[src/rtl/delay_tick_monitor.sv]
// Monitors the sig pulse train from the upstream delay counter, checks spacing
// and status-line invariants, and buffers valid ticks for a req/ack consumer.
module delay_tick_monitor #(
  parameter int N     = 20000,
  parameter int CBITS = 15,
  parameter int DEPTH = 4,
  parameter int PW    = 3,
  parameter int IDW   = 8
) (
  input  logic           clk,
  input  logic           rst,
  input  logic           en,
  input  logic           sig,
  input  logic           flg,
  input  logic           err,
  input  logic           ack,
  output logic           req,
  output logic [IDW-1:0] tick_id,
  output logic [PW-1:0]  pend,
  output logic           locked,
  output logic           ovf,
  output logic           fault,
  output logic [1:0]     fault_code
);

  typedef enum logic [1:0] {IDLE, SYNC, RUN, FAULT} state_t;

  localparam logic [CBITS-1:0] GAP_LAST   = CBITS'(N);
  localparam logic [PW-1:0]    PEND_MAX   = PW'(DEPTH);
  localparam logic [1:0]       CODE_NONE  = 2'd0;
  localparam logic [1:0]       CODE_SHORT = 2'd1;
  localparam logic [1:0]       CODE_TMO   = 2'd2;
  localparam logic [1:0]       CODE_PROTO = 2'd3;

  state_t           state, state_nxt;
  logic [CBITS-1:0] gcnt, gcnt_nxt;
  logic [1:0]       code_nxt;
  logic             push, pop, proto_bad;

  assign req    = (pend != '0);
  assign locked = (state == RUN);
  assign fault  = (state == FAULT);
  // Pops are suppressed while disabled so tick_id holds across an en drop.
  assign pop    = req && ack && en;

  always_comb begin
    state_nxt = state;
    gcnt_nxt  = gcnt;
    code_nxt  = fault_code;
    push      = 1'b0;
    proto_bad = err || (sig == flg);
    if (!en) begin
      state_nxt = IDLE;
      gcnt_nxt  = '0;
      code_nxt  = CODE_NONE;
    end else begin
      case (state)
        IDLE: state_nxt = SYNC;
        SYNC: begin
          if (proto_bad) begin
            state_nxt = FAULT;
            code_nxt  = CODE_PROTO;
          end else if (sig) begin
            state_nxt = RUN;
            gcnt_nxt  = '0;
            push      = 1'b1;
          end
        end
        RUN: begin
          // Protocol errors outrank the period checks in the same cycle.
          if (proto_bad) begin
            state_nxt = FAULT;
            code_nxt  = CODE_PROTO;
          end else if (sig) begin
            if (gcnt == GAP_LAST) begin
              gcnt_nxt = '0;
              push     = 1'b1;
            end else begin
              state_nxt = FAULT;
              code_nxt  = CODE_SHORT;
            end
          end else if (gcnt == GAP_LAST) begin
            state_nxt = FAULT;
            code_nxt  = CODE_TMO;
          end else begin
            gcnt_nxt = gcnt + 1'b1;
          end
        end
        FAULT: ;
        default: state_nxt = IDLE;
      endcase
    end
  end

  always_ff @(posedge clk or negedge rst) begin
    if (!rst) begin
      state      <= IDLE;
      gcnt       <= '0;
      fault_code <= CODE_NONE;
    end else begin
      state      <= state_nxt;
      gcnt       <= gcnt_nxt;
      fault_code <= code_nxt;
    end
  end

  // A simultaneous push and pop cancels out, so a full buffer never overflows then.
  always_ff @(posedge clk or negedge rst) begin
    if (!rst) begin
      pend    <= '0;
      ovf     <= 1'b0;
      tick_id <= '0;
    end else begin
      if (!en) begin
        pend <= '0;
        ovf  <= 1'b0;
      end else if (push && !pop) begin
        if (pend < PEND_MAX) pend <= pend + 1'b1;
        else                 ovf  <= 1'b1;
      end else if (pop && !push) begin
        pend <= pend - 1'b1;
      end
      if (pop) tick_id <= tick_id + 1'b1;
    end
  end

  a_code_iff_fault: assert property (@(posedge clk) disable iff (!rst)
    (fault_code == CODE_NONE) == !fault);
  a_pend_bound: assert property (@(posedge clk) disable iff (!rst)
    pend <= PEND_MAX);

endmodule

[config.mk]
export PLATFORM = sky130hd
export DESIGN_NAME = delay_tick_monitor
export DESIGN_NICKNAME = d
export VERILOG_FILES = /design/src/rtl/delay_tick_monitor.sv
export SDC_FILE = /design/constraint.sdc
export NUM_CORES = 1
export LEC_CHECK = 0
export CORE_MARGIN = 3
export CORE_UTILIZATION = 49
export CTS_CLUSTER_SIZE = 8
export DETAILED_ROUTE_END_ITERATION = 8
export GPL_ROUTABILITY_DRIVEN = 0
export PLACE_DENSITY = 0.74
export SYNTH_ARGS = -nofsm -noshare
export SYNTH_HDL_FRONTEND = slang
export SYNTH_SLANG_ARGS = --single-unit
[constraint.sdc]
create_clock -name clk -period 2.35 [get_ports clk]
set_input_delay 0.47 -clock clk [delete_from_list [all_inputs] [get_ports clk]]
set_output_delay 0.47 -clock clk [all_outputs]
set_load 0.05 [all_outputs]
### Yosys cells after proc, flatten, opt, wreduce, memory -nomap -nowiden

Cells that the tools add are included.

| word-level totals | value |
|---|---|
| bits in registers | 31 |
| output and inout port bits | 17 |

| cells by class | value |
|---|---|
| add/sub/neg operators | 4 |
| magnitude comparators | 1 |
| eq/ne operators | 20 |
| multiplexer cells | 37 |
| reduce and logical (&&, ||, !) cells | 14 |

Operators with widths:

| kind | number |
|---|---|
| 15-bit 2-to-1 mux | 7 |
| 15-bit one-hot mux with 2 select lines | 1 |
| 2-bit 2-to-1 mux | 13 |
| 15-bit by 1-bit adder with 15-bit output (second input constant) | 1 |
| 15-bit equality test (second input constant) | 1 |
| 3-bit 2-to-1 mux | 4 |
| 3-bit != test (second input constant) | 4 |
| 1-bit 2-to-1 mux | 9 |
| 8-bit by 1-bit adder with 8-bit output (second input constant) | 1 |
| 4-bit != test (second input constant) | 2 |
| 4-bit AND reduction | 2 |
| 3-bit by 1-bit != test with 1-bit output (second input constant) | 2 |
| 2-bit one-hot mux with 3 select lines | 1 |
| 6-bit AND reduction | 1 |
| 5-bit by 3-bit != test with 1-bit output (second input constant) | 1 |
| 5-bit != test (second input constant) | 1 |
| 2-bit equality test (second input constant) | 2 |
| 1-bit logical AND | 4 |
| 4-bit by 1-bit != test with 1-bit output (second input constant) | 1 |
| 4-bit by 3-bit != test with 1-bit output (second input constant) | 1 |
| 2-bit one-hot mux with 2 select lines | 1 |
| 2-bit AND reduction | 2 |
| 3-bit by 1-bit adder with 3-bit output (second input constant) | 1 |
| 3-bit less-than comparator (second input constant) | 1 |
| 11 further kinds | 12 |

### Depth between registers and ports, before layout

| depth | value |
|---|---|
| word-level depth | 11 |
| depth in mapped cells | 11 |
| gate-level depth less buffers | 10 |

### Worst setup path after synthesis

Ideal clock, no wire load.

| timing | value |
|---|---|
| path type | register -> register |
| from | reg state[0] |
| to | reg pend[1] |
| data arrival time | 2.497 ns |
| data required time | 2.278 ns |
| slack | -0.219 ns |
| cell stages (with the launch flop) | 11 |
| path buffers | 0 |
| cell sequence | dfrtp_1 inv_1 ha_1 nor2_1 nor4_1 o21ai_1 nor2_1 fa_1 mux2i_1 mux2i_1 nor2_1 |

| on the way | value |
|---|---|
| word-level cells in the longest chain between the ends | 7 |
| elaborated cells on any way between the ends | 12 |
| those cells by class | 4 x eq/ne; 4 x mux; 4 x reduce/logical |

RTL lines:

| item | line | RTL |
|---|---|---|
| from (decl) | 35 | `state_t state, state_nxt;` |
| from (signal assigned) | 101 | `state <= state_nxt;` |
| 2-bit equality test * | - |  |
| via locked | 20 | `output logic locked,` |
| 1-bit one-hot mux with 2 select lines * | 57 | `case (state)` |
| 1-bit 2-to-1 mux * | 52 | `if (!en) begin` |
| 1-bit zero test | 120 | `end else if (pop && !push) begin` |
| 1-bit logical AND | 120 |  |
| 3-bit by 1-bit != test with 1-bit output (no line) | - |  |
| 2-bit AND reduction (no line) | - |  |
| to (signal assigned) | 118 | `if (pend < PEND_MAX) pend <= pend + 1'b1;` |
| to (signal assigned) | 121 | `pend <= pend - 1'b1;` |
| to (decl) | 19 | `output logic [PW-1:0] pend,` |

Mark *: on every way through the listed nets, which the timed path passes. The rest lies on a longest branch.
A chain may end at the register's enable or synchronous reset.

### Worst setup path in the final report

| timing | value |
|---|---|
| from | reg pend[2] |
| to | out req |

| on the way | value |
|---|---|
| word-level cells in the longest chain between the ends | 1 |

RTL lines:

| item | line | RTL |
|---|---|---|
| 3-bit nonzero test | 40 | `assign req = (pend != '0);` |
| to (decl) | 17 | `output logic req,` |

No other way between the ends.

==> results.sh <==
export IMPL_status="finished clean"
export IMPL_syn_area_per_cell_um2=9.51
export IMPL_worstSetupEndpointType="output port"
export IMPL_dieArea_mm2=0.00456
export IMPL_grt_use_total_pct=20.3
export IMPL_finClkSkew_ns=0.00688
export IMPL_routed_wl_met2_mm=2.09
export IMPL_m1WireLength_mm=1.84
export IMPL_worst_pin_slew_ns=0.499
export IMPL_port_buffer_count=23
export IMPL_min_path_cells=1
export IMPL_yosys_most_used_dff="dfrtp_1"
export IMPL_gr_total_overflow=0
export IMPL_clock_sinks=31
export IMPL_fillers=266
export IMPL_relSlewSlack_pct=66.6
export IMPL_syn_inst=195
export IMPL_final_common_cell="dfrtp_1"
export IMPL_drtIter0Drc=77
export IMPL_slew_viol_final=0
export IMPL_power_density_mw_per_mm2=972
export IMPL_leakage_nw=1.07
export IMPL_met3_length_um=195
export IMPL_h_tree_depth=2
export IMPL_start_kind="flip-flop"
export IMPL_synth_top_family_by_area="compound AO/OA/AOI/OAI gates"
export IMPL_fin_crit_ns=2.25
export IMPL_yosys_area_share_xor_xnor_pct=4.25
export IMPL_synthDistinctLibCells=44
export IMPL_syn_num_nets=210
export IMPL_clock_path_buffers=2
export IMPL_highest_layer="met4"
export IMPL_vias=1679
export IMPL_setup_slack_ns=0.0975
export IMPL_ys_ff_latch=31
export IMPL_cts_made_buffers=5
export IMPL_worstPathArrival_ns=1.78
export IMPL_ys_seq_area_share_pct=41.8
export IMPL_synthArstFlopShare_pct=100
export IMPL_post_route_drc_count=0
export IMPL_r2r_cells=10
export IMPL_detail_route_vias_per_cell=5.87
export IMPL_synth_edf_count=0
export IMPL_die_h_um=67.5
export IMPL_clk_latency_ns=0.28
export IMPL_cp_max_fo=8
export IMPL_path_clk_slew_ns=0.08
export IMPL_ant_nets=0
export IMPL_worst_hold_slack_ns=0.473
export IMPL_dr_pass1_iters=4
export IMPL_routed_wl_mm=4.17
export IMPL_grt_pass1_wl_mm=6.96
export IMPL_yosys_warnings=0
export IMPL_fmax_mhz=444
export IMPL_setup_viol=0
export IMPL_period_share_pct=95.8
export IMPL_diodes=0
export IMPL_core_area_mm2=0.00349
export IMPL_grt_pass1_vias=1561
export IMPL_hold_buffers=0
export IMPL_dp_hpwl_mm=3.01
export IMPL_path_class="reg2out"
export IMPL_cts_root_buf="clkbuf_8"
export IMPL_layout_common_cells="dfrtp_1 (30), buf_4 (25), clkdlybuf4s50_1 (22)"
export IMPL_start_util_pct=53.1
export IMPL_synth_compound_area_share_pct=20.1
export IMPL_yosys_area_share_adder_pct=5.80
export IMPL_io_pins=24
export IMPL_die_w_um=67.5
export IMPL_nets=254
export IMPL_antenna_found_initial=0
export IMPL_hold_class="reg2reg"
export IMPL_max_vdd_ir_drop_mv=0.460
export IMPL_place_ws_ns=-0.223
export IMPL_synthMuxAreaShare_pct=3.31
export IMPL_netlist_area_mm2=0.00185
export IMPL_layout_drive_gt1_share_pct=20.0
export IMPL_maxCapViolCount=0
export IMPL_hold_violations=0
export IMPL_grt_max_degree=32
export IMPL_cts_tree="yes"
export IMPL_synthSimpleGateAreaFrac_pct=19.4
export IMPL_area_delta_synth_final_pct=30.4
export IMPL_crit_required_ns=1.88
export IMPL_num_rows=21
export IMPL_wl_per_cell_um=14.6
-- cells by family (layout without fill, tap and decap cells) --
family	after synthesis	after routing
AOI/OAI and AO/OA	55	55
xor gates and xnor gates	9	9
adders and majority gates	8	8
buffers and inverters	19	64
DFF	31	31
muxes	6	6
and+or+nand+nor	67	67
-- cells in the mapped netlist, types with 2 or more instances --
| library cell | n | area [µm²] |
|---|---|---|
| dfrtp_1 | 31 | 776 |
| nand2_1 | 16 | 60.1 |
| o21ai_0 | 11 | 55.1 |
| nor2_1 | 10 | 37.5 |
| o31ai_1 | 10 | 75.1 |
| a21oi_1 | 9 | 45.0 |
| inv_1 | 9 | 33.8 |
| nand3_1 | 8 | 40.0 |
| ha_1 | 7 | 87.6 |
| o21ai_1 | 7 | 35.0 |
| xnor2_1 | 7 | 61.3 |
| and2_1 | 5 | 31.3 |
| and3_1 | 5 | 31.3 |
| mux2i_1 | 5 | 50.1 |
| nand4_1 | 5 | 31.3 |
| nor3_1 | 5 | 25.0 |
| and4_1 | 3 | 26.3 |
| buf_6 | 3 | 33.8 |
| clkbuf_1 | 3 | 11.3 |
| nor3b_1 | 3 | 22.5 |
| o21a_1 | 3 | 22.5 |
| a31oi_1 | 2 | 12.5 |
| a41oi_1 | 2 | 17.5 |
| buf_2 | 2 | 10.0 |
| nor4b_1 | 2 | 17.5 |
| o221a_2 | 2 | 22.5 |
| o41ai_1 | 2 | 17.5 |
| xor2_1 | 2 | 17.5 |
-- power by group --
part,internal (mW),leakage (nW),switching (mW)
Sequential,0.618,0.421,0.0994
Clock,0.316,0.0581,0.221
Combinational,0.426,0.587,0.672
Total,1.36,1.07,0.992
-- final cells by class --
cell class | instances | area, µm² | share of cell area (%)
clock inverters | 3 | 43.8 | 1.81
inverters | 9 | 33.8 | 1.40
multi-input cells | 145 | 1030 | 42.6
clock buffers | 5 | 68.8 | 2.85
repair buffers | 47 | 408 | 16.9
flip-flops and latches | 31 | 777 | 32.1
well taps | 46 | 57.6 | 2.38
-- metal layers --
layer  track usage, %  vias to the layer above
met4             6.33                        0
met2             35.0                       47
met3             4.99                        7
met1             24.6                      820
li1                 -                      805
met5                0                        -
-- through the flow --
step / cell area (µm²) / instances / util [%] / TNS (ns) / power [mW]
after floorplan: 1870 / 195 / - / 0 / 1.47
after global placement: 2270 / 277 / 64.8 / -1.46 / 1.76
after detailed placement: 2270 / 277 / 64.8 / -2.44 / 1.81
after CTS: 2380 / 285 / 68.2 / 0 / 2.36
after global routing: 2420 / 286 / 69.2 / -0.0175 / 2.50
final: 2420 / 286 / 69.2 / 0 / 2.35
-- flip-flops by register name, indices dropped and copies added (netlist names) --
name	cells
gcnt	15
pend	3
ovf	1
state	2
tick_id	8
fault_code	2
-- worst max-delay path: stages (launching register included) --
cell and delay, ns:
dfrtp_2 0.45, or3_1 0.35, clkdlybuf4s50_1 0.70
-- timing repair --
action / in CTS / in global routing
buffers inserted: 0 / 1
gates resized for setup: 1 / 5
setup endpoints to repair: 1 / 5
endpoints found under the hold margin: 0 / 0
pin swaps: 0 / 1
-- worst paths after layout --
| check | startpoint | to | slack (ns) |
|---|---|---|---|
| worst max-delay path | pend[2] | req | 0.1 |
| worst min-delay path | tick_id[7] | tick_id[7] | 0.47 |
| min in group asynchronous | rst | tick_id[5] | 0.57 |
| max in group asynchronous | rst | pend[2] | 1.47 |
| worst min register to register | tick_id[7] | tick_id[7] | 0.47 |
| worst max register to register | gcnt[1] | pend[1] | 0.14 |
(Power assumes the default switching activity.)
